File: src/rtl/instr_fetch_unit_pkg.sv
// Shared definitions for the instruction fetch front end.
//  - IMEM word size, default reset PC, canonical NOP encoding
//  - fetch_entry_t: one buffered instruction {instr, pc}
//  - redirect_target(): branch/JAL/JALR target computation
package instr_fetch_unit_pkg;

  localparam int unsigned IMEM_WORD_BYTES  = 4;
  localparam logic [31:0] DEFAULT_RESET_PC = 32'h0000_0000;
  localparam logic [31:0] NOP_INSTR        = 32'h0000_0013;

  typedef struct packed {
    logic [31:0] instr;
    logic [31:0] pc;
  } fetch_entry_t;

  // base + imm with 32-bit wrap; JALR clears bit 0 of the sum.
  function automatic logic [31:0] redirect_target(input logic [31:0] base,
                                                  input logic [31:0] imm,
                                                  input logic        is_jalr);
    logic [31:0] t;
    t = base + imm;
    if (is_jalr) t[0] = 1'b0;
    return t;
  endfunction

endpackage

File: src/rtl/instr_fetch_unit_fetch_buf.sv
// fetch_buf: DEPTH-entry circular FIFO of fetched instructions.
//  clk, rst_n   clock, synchronous active-low reset
//  flush        synchronous clear; wins over push/pop in the same cycle
//  push, push_data  write one entry at the tail
//  pop          retire the head entry (ignored when empty)
//  head         head entry, read combinationally from storage
//  count        current occupancy (0..DEPTH)
module fetch_buf
  import instr_fetch_unit_pkg::*;
#(
  parameter int DEPTH = 2,
  parameter int CNT_W = 3
) (
  input  logic             clk,
  input  logic             rst_n,
  input  logic             flush,
  input  logic             push,
  input  fetch_entry_t     push_data,
  input  logic             pop,
  output fetch_entry_t     head,
  output logic [CNT_W-1:0] count
);

  localparam int PTR_W = (DEPTH > 1) ? $clog2(DEPTH) : 1;

  fetch_entry_t     mem [DEPTH];
  logic [PTR_W-1:0] hd_ptr, tl_ptr;
  logic             do_push, do_pop;

  // Pointers wrap explicitly so non-power-of-two depths work.
  function automatic logic [PTR_W-1:0] ptr_inc(input logic [PTR_W-1:0] p);
    return (p == PTR_W'(DEPTH - 1)) ? '0 : p + PTR_W'(1);
  endfunction

  assign do_pop  = pop && (count != '0);
  // A full buffer can still take a push when the head leaves this cycle.
  assign do_push = push && ((count != CNT_W'(DEPTH)) || do_pop);

  always_ff @(posedge clk) begin
    if (!rst_n || flush) begin
      hd_ptr <= '0;
      tl_ptr <= '0;
      count  <= '0;
    end else begin
      if (do_push) tl_ptr <= ptr_inc(tl_ptr);
      if (do_pop)  hd_ptr <= ptr_inc(hd_ptr);
      count <= count + CNT_W'(do_push) - CNT_W'(do_pop);
    end
  end

  // Storage carries no reset; validity is tracked by count alone.
  always_ff @(posedge clk) begin
    if (rst_n && !flush && do_push) mem[tl_ptr] <= push_data;
  end

  assign head = mem[hd_ptr];

endmodule

File: src/rtl/instr_fetch_unit.sv
// instr_fetch_unit: owns the PC, issues in-order word fetches, buffers up to
// DEPTH words and hands {instr, pc} to decode over valid/ready.
//  clk, rst_n                    clock, synchronous active-low reset
//  imem_req_valid/ready/addr     fetch request channel
//  imem_rsp_valid/data           in-order response, never back-pressured
//  instr_valid/ready, instr, instr_pc   decode channel (buffer head)
//  redir_valid/base/imm/is_jalr  redirect from branch/JAL/JALR
//  fetch_misalign                sticky: redirect target had bit 1 set
module instr_fetch_unit
  import instr_fetch_unit_pkg::*;
#(
  parameter logic [31:0] RESET_PC = DEFAULT_RESET_PC,
  parameter int          DEPTH    = 2,
  parameter int          CNT_W    = 3
) (
  input  logic        clk,
  input  logic        rst_n,
  output logic        imem_req_valid,
  input  logic        imem_req_ready,
  output logic [31:0] imem_req_addr,
  input  logic        imem_rsp_valid,
  input  logic [31:0] imem_rsp_data,
  output logic        instr_valid,
  input  logic        instr_ready,
  output logic [31:0] instr,
  output logic [31:0] instr_pc,
  input  logic        redir_valid,
  input  logic [31:0] redir_base,
  input  logic [31:0] redir_imm,
  input  logic        redir_is_jalr,
  output logic        fetch_misalign
);

  logic [31:0]      fetch_pc, pc_tail, target;
  logic [CNT_W-1:0] outstanding, outstanding_nxt, drop, occ;
  logic [CNT_W:0]   credit_used;
  logic             live, misalign;
  logic             accept, rsp_keep, pop;
  fetch_entry_t     head;

  // Every buffered word and every in-flight request holds one slot, so a
  // response always has room when it lands.
  assign credit_used = {1'b0, occ} + {1'b0, outstanding};

  // live is low for the first cycle after reset so no valid leaves then.
  assign imem_req_valid = live && !misalign && !redir_valid &&
                          (credit_used < (CNT_W+1)'(DEPTH));
  assign imem_req_addr  = fetch_pc;
  assign accept         = imem_req_valid && imem_req_ready;

  assign rsp_keep = imem_rsp_valid && (drop == '0);
  assign pop      = instr_valid && instr_ready && !redir_valid;
  assign target   = redirect_target(redir_base, redir_imm, redir_is_jalr);

  assign outstanding_nxt = outstanding + CNT_W'(accept) - CNT_W'(imem_rsp_valid);

  always_ff @(posedge clk) begin
    if (!rst_n) begin
      fetch_pc    <= RESET_PC;
      pc_tail     <= RESET_PC;
      outstanding <= '0;
      drop        <= '0;
      misalign    <= 1'b0;
      live        <= 1'b0;
    end else begin
      live        <= 1'b1;
      outstanding <= outstanding_nxt;
      if (redir_valid) begin
        fetch_pc <= target;
        pc_tail  <= target;
        // Everything still in flight after this edge belongs to the old
        // path, including requests already marked for dropping.
        drop     <= outstanding_nxt;
        if (target[1]) misalign <= 1'b1;
      end else begin
        if (accept)   fetch_pc <= fetch_pc + 32'(IMEM_WORD_BYTES);
        if (rsp_keep) pc_tail  <= pc_tail + 32'(IMEM_WORD_BYTES);
        else if (imem_rsp_valid) drop <= drop - CNT_W'(1);
      end
    end
  end

  fetch_buf #(
    .DEPTH (DEPTH),
    .CNT_W (CNT_W)
  ) u_buf (
    .clk       (clk),
    .rst_n     (rst_n),
    .flush     (redir_valid),
    .push      (rsp_keep),
    .push_data ('{instr: imem_rsp_data, pc: pc_tail}),
    .pop       (pop),
    .head      (head),
    .count     (occ)
  );

  assign instr_valid    = (occ != '0);
  assign instr          = head.instr;
  assign instr_pc       = head.pc;
  assign fetch_misalign = misalign;

endmodule

File: config.mk
export PLATFORM = sky130hd
export DESIGN_NAME = instr_fetch_unit
export DESIGN_NICKNAME = d
export VERILOG_FILES = /design/src/rtl/instr_fetch_unit_pkg.sv /design/src/rtl/instr_fetch_unit_fetch_buf.sv /design/src/rtl/instr_fetch_unit.sv
export SDC_FILE = /design/constraint.sdc
export NUM_CORES = 1
export LEC_CHECK = 0
export BUFFER_PORTS_ARGS = -buffer_cell sky130_fd_sc_hd__buf_2
export CORE_MARGIN = 3
export CORE_UTILIZATION = 49
export DETAILED_ROUTE_END_ITERATION = 6
export PLACE_DENSITY = 0.83
export SLEW_MARGIN = 40
export SYNTH_ARGS = -nofsm -noshare
export SYNTH_HDL_FRONTEND = slang
export SYNTH_SLANG_ARGS = --single-unit
File: constraint.sdc
create_clock -name clk -period 9.45 [get_ports clk]
set_input_delay 1.89 -clock clk [delete_from_list [all_inputs] [get_ports clk]]
set_output_delay 1.89 -clock clk [all_outputs]
set_load 0.05 [all_outputs]
==> reports/results.txt <==
Synth area leaders: sky130_fd_sc_hd__edfxtp_1 37%, sky130_fd_sc_hd__dfxtp_1 15%, sky130_fd_sc_hd__mux2_2 6.9%, sky130_fd_sc_hd__ha_1 4.9%, sky130_fd_sc_hd__a21oi_1 3.4%
Cells after Synth: 938
Final Cycle Share: 53.0%
number of enable flip-flop cells after synthesis: 128
P&R area growth vs syn: 18.8%
CTS clk-pin slew, worst paths: 0.07 ns
cell taking the most area after synthesis: sky130_fd_sc_hd__edfxtp_1
switching pwr: 726 uW
hold buffer count at CTS: 0
TritonCTS clock tree: done
placed wire-length estimate after detailed placement: 16900 um
effective utilization at floorplan: 50.5%
time the final worst path needs with I/O delays and setup: 5.01 ns
yosys synthesis warning count: 0
slew at the pin with the worst max-slew slack: 0.737 ns
Worst Setup End Kind: output port
max-slew violation count: 0
post-synthesis cell type count: 70
share of total power in combinational logic: 22.1%
antenna-violating nets left: 0
status: complete, no violations
Critical Path Start Type: primary input
part of the Yosys area used for sequential elements: 52.0%
hold crit path type: reg -> reg
type of the worst setup path: in -> out
Die Outline Area: 23000 um2
register area: 5410 um2
cell depth of the worst hold path: 2
total number of placement rows: 52
total clock buffers created by CTS: 20
antenna fix cells: 0
quantity of gates resized following cts: 0
data required time of the critical path: 7.56 ns
RSZ-0062 raised after global routing: false
Post-synth top flop: sky130_fd_sc_hd__edfxtp_1
total negative slack: 0 ns
worst setup slack for register-to-register paths: 5.72 ns
global-route wire length before repair: 37500 um
root buffer selected by CTS: sky130_fd_sc_hd__clkbuf_16
initial antenna violation count: 0
data arrival time of the worst path: 3.12 ns
Clock H-tree levels: 1
clock group share of total power: 33.2%
Post-layout nets: 1282
Highest Clock Rate: 200 MHz
quantity of I/O buffers inserted on ports: 201
1st-pass router iterations: 5
count of state elements after synthesis: 206
post-route worst setup slack: 4.44 ns
share of synthesized flip-flops with an asynchronous set or reset: 0%
max-cap viol count: 0
area inside the core boundary: 20600 um2
aggregate global routing overflow: 0
pin count of the biggest net entering global routing: 75
number of remaining DRC errors: 0
share of post-route cells with drive strength above 1: 28.7%
I/O pin count: 202
power density over the cells: 194 nW/um2
Leak: 4.86 nW
via count of the first global-routing pass: 7527
Flop pwr share: 44.7%
first-iteration detailed-routing DRC count: 499
per-instance average area after synthesis: 11.1 um2
clock sink count: 206
die outline height: 152 um
area fraction of the dominant cell type after synthesis: 37.0%
number of setup violations in the final report: 0
RD Place Congestion: 0.913
worst slew slack as a fraction of its limit: 50.8%
cell-internal power: 1.67 mW
Fin. Hold Viols: 0
clk_skew: 0.00909 ns
Horiz. Die Dim: 152 um
Critical Path Fanout Max: 74
FF-to-FF path depth: 13
maximum VDD drop: 113 uV
average detailed-routed wire length per instance: 16.8 um
Bufs on Longest Clock Path: 3
Post-Syn Nets: 1086
Cell Area, Synth: 10400 um2
vias per cell: 5.59
count of filler cells inserted in the layout: 1722
Setup Slack @ Placement: 4.38 ns
post-CTS setup buffer count: 0
All-Layer GR Usage: 19.8%
total detailed-routing wirelength: 23800 um
multi-input gate area in the final layout: 4770 um2
share of total power consumed by net switching: 30.2%
clock latency reported for the late side of the worst-skew pair: 0.48 ns
total number of vias: 7927
## routing by layer
layer  wire length, um  GRT usage, %
met4               434          5.21
met1             10800          27.9
met2             10600          31.7
met3              1930          3.87
met5                 0             0
## kinds of logic (layout without fill, tap and decap cells)
family | count (synthesis) | after routing | share of synthesized area (%)
and+or+nand+nor | 274 | 274 | 12.8
AOI/OAI and AO/OA | 226 | 226 | 14.8
DFF | 206 | 206 | 52.0
muxes | 66 | 66 | 7.13
xor gates and xnor gates | 63 | 63 | 5.31
buffers and inverters | 58 | 268 | 2.17
adders and majority gates | 45 | 45 | 5.71
## final timing paths
check | startpoint | to
max | redir_valid | imem_req_valid
min | imem_req_addr[1] | imem_req_addr[1]
max reg2reg | u_buf.count[1] | drop[2]
min reg2reg | imem_req_addr[1] | imem_req_addr[1]
## cell usage after synthesis (16+ instances only)
cell,n
sky130_fd_sc_hd__a21oi_1,70
sky130_fd_sc_hd__a31oi_1,16
sky130_fd_sc_hd__and3_1,18
sky130_fd_sc_hd__clkbuf_1,23
sky130_fd_sc_hd__dfxtp_1,78
sky130_fd_sc_hd__edfxtp_1,128
sky130_fd_sc_hd__ha_1,41
sky130_fd_sc_hd__inv_1,23
sky130_fd_sc_hd__mux2_2,64
sky130_fd_sc_hd__nand2_1,75
sky130_fd_sc_hd__nand3_1,36
sky130_fd_sc_hd__nor2_1,77
sky130_fd_sc_hd__o21ai_0,32
sky130_fd_sc_hd__xnor2_1,35
sky130_fd_sc_hd__xor2_1,28
## stage by stage
step	instances	util, %	cell area [um2]	total power, mW	hold WS [ns]
2_1_floorplan	938	-	10400	1.48	0.420
3_3_place_gp	1382	56.7	11700	1.61	0.433
3_5_place_dp	1382	56.7	11700	1.62	0.446
4_1_cts	1418	60.0	12300	2.42	0.455
5_1_grt	1418	60.0	12300	2.51	0.465
6_report	1418	60.0	12300	2.40	0.452
## cell type report
type	count	share of cell area (%)
Multi-Input combinational cell	674	38.6
Timing Repair Buffer	207	8.61
Tap cell	270	2.74
Clock buffer	30	5.21
Inverter	25	0.760
Clock inverter	6	0.284
Sequential cell	206	43.8
## sequential cells by signal (all words and copies together) (netlist names), 3 cells and up, named ones only
name	flops
outstanding	3
drop	3
imem_req_addr	32
u_buf.count	3
u_buf.mem	128
pc_tail	32
## worst max-delay path, stage by stage
cell and delay (ns):
sky130_fd_sc_hd__buf_2 0.10, sky130_fd_sc_hd__buf_4 0.32, sky130_fd_sc_hd__nor4_1 0.38, sky130_fd_sc_hd__and2_1 0.17, sky130_fd_sc_hd__buf_2 0.25
## placed cells by master (no fill, tap or decap), types with 9 or more instances in the layout
cell / instances
sky130_fd_sc_hd__nor3_1: 12
sky130_fd_sc_hd__xor2_1: 28
sky130_fd_sc_hd__dfxtp_1: 77
sky130_fd_sc_hd__a21oi_1: 70
sky130_fd_sc_hd__and2_1: 9
sky130_fd_sc_hd__ha_1: 41
sky130_fd_sc_hd__nor2_1: 76
sky130_fd_sc_hd__nand4_1: 12
sky130_fd_sc_hd__mux2_2: 64
sky130_fd_sc_hd__xnor2_1: 35
sky130_fd_sc_hd__a211oi_1: 11
sky130_fd_sc_hd__a21o_1: 12
sky130_fd_sc_hd__buf_2: 201
sky130_fd_sc_hd__clkbuf_16: 24
sky130_fd_sc_hd__o21ai_1: 9
sky130_fd_sc_hd__and3_1: 17
sky130_fd_sc_hd__edfxtp_1: 128
sky130_fd_sc_hd__inv_1: 23
sky130_fd_sc_hd__o21ai_0: 32
sky130_fd_sc_hd__nand2_1: 75
sky130_fd_sc_hd__nand3_1: 36
sky130_fd_sc_hd__a31oi_1: 16
## power groups by stage
stage	clock (mW)	combinational, mW	sequential (mW)
finish	0.796	0.532	1.07
global route	0.850	0.580	1.08
CTS	0.816	0.531	1.07
detailed placement	0	0.528	1.09
global placement	0	0.520	1.09
floorplan	0	0.358	1.12
Note: power is estimated with default switching activity, not from simulation.
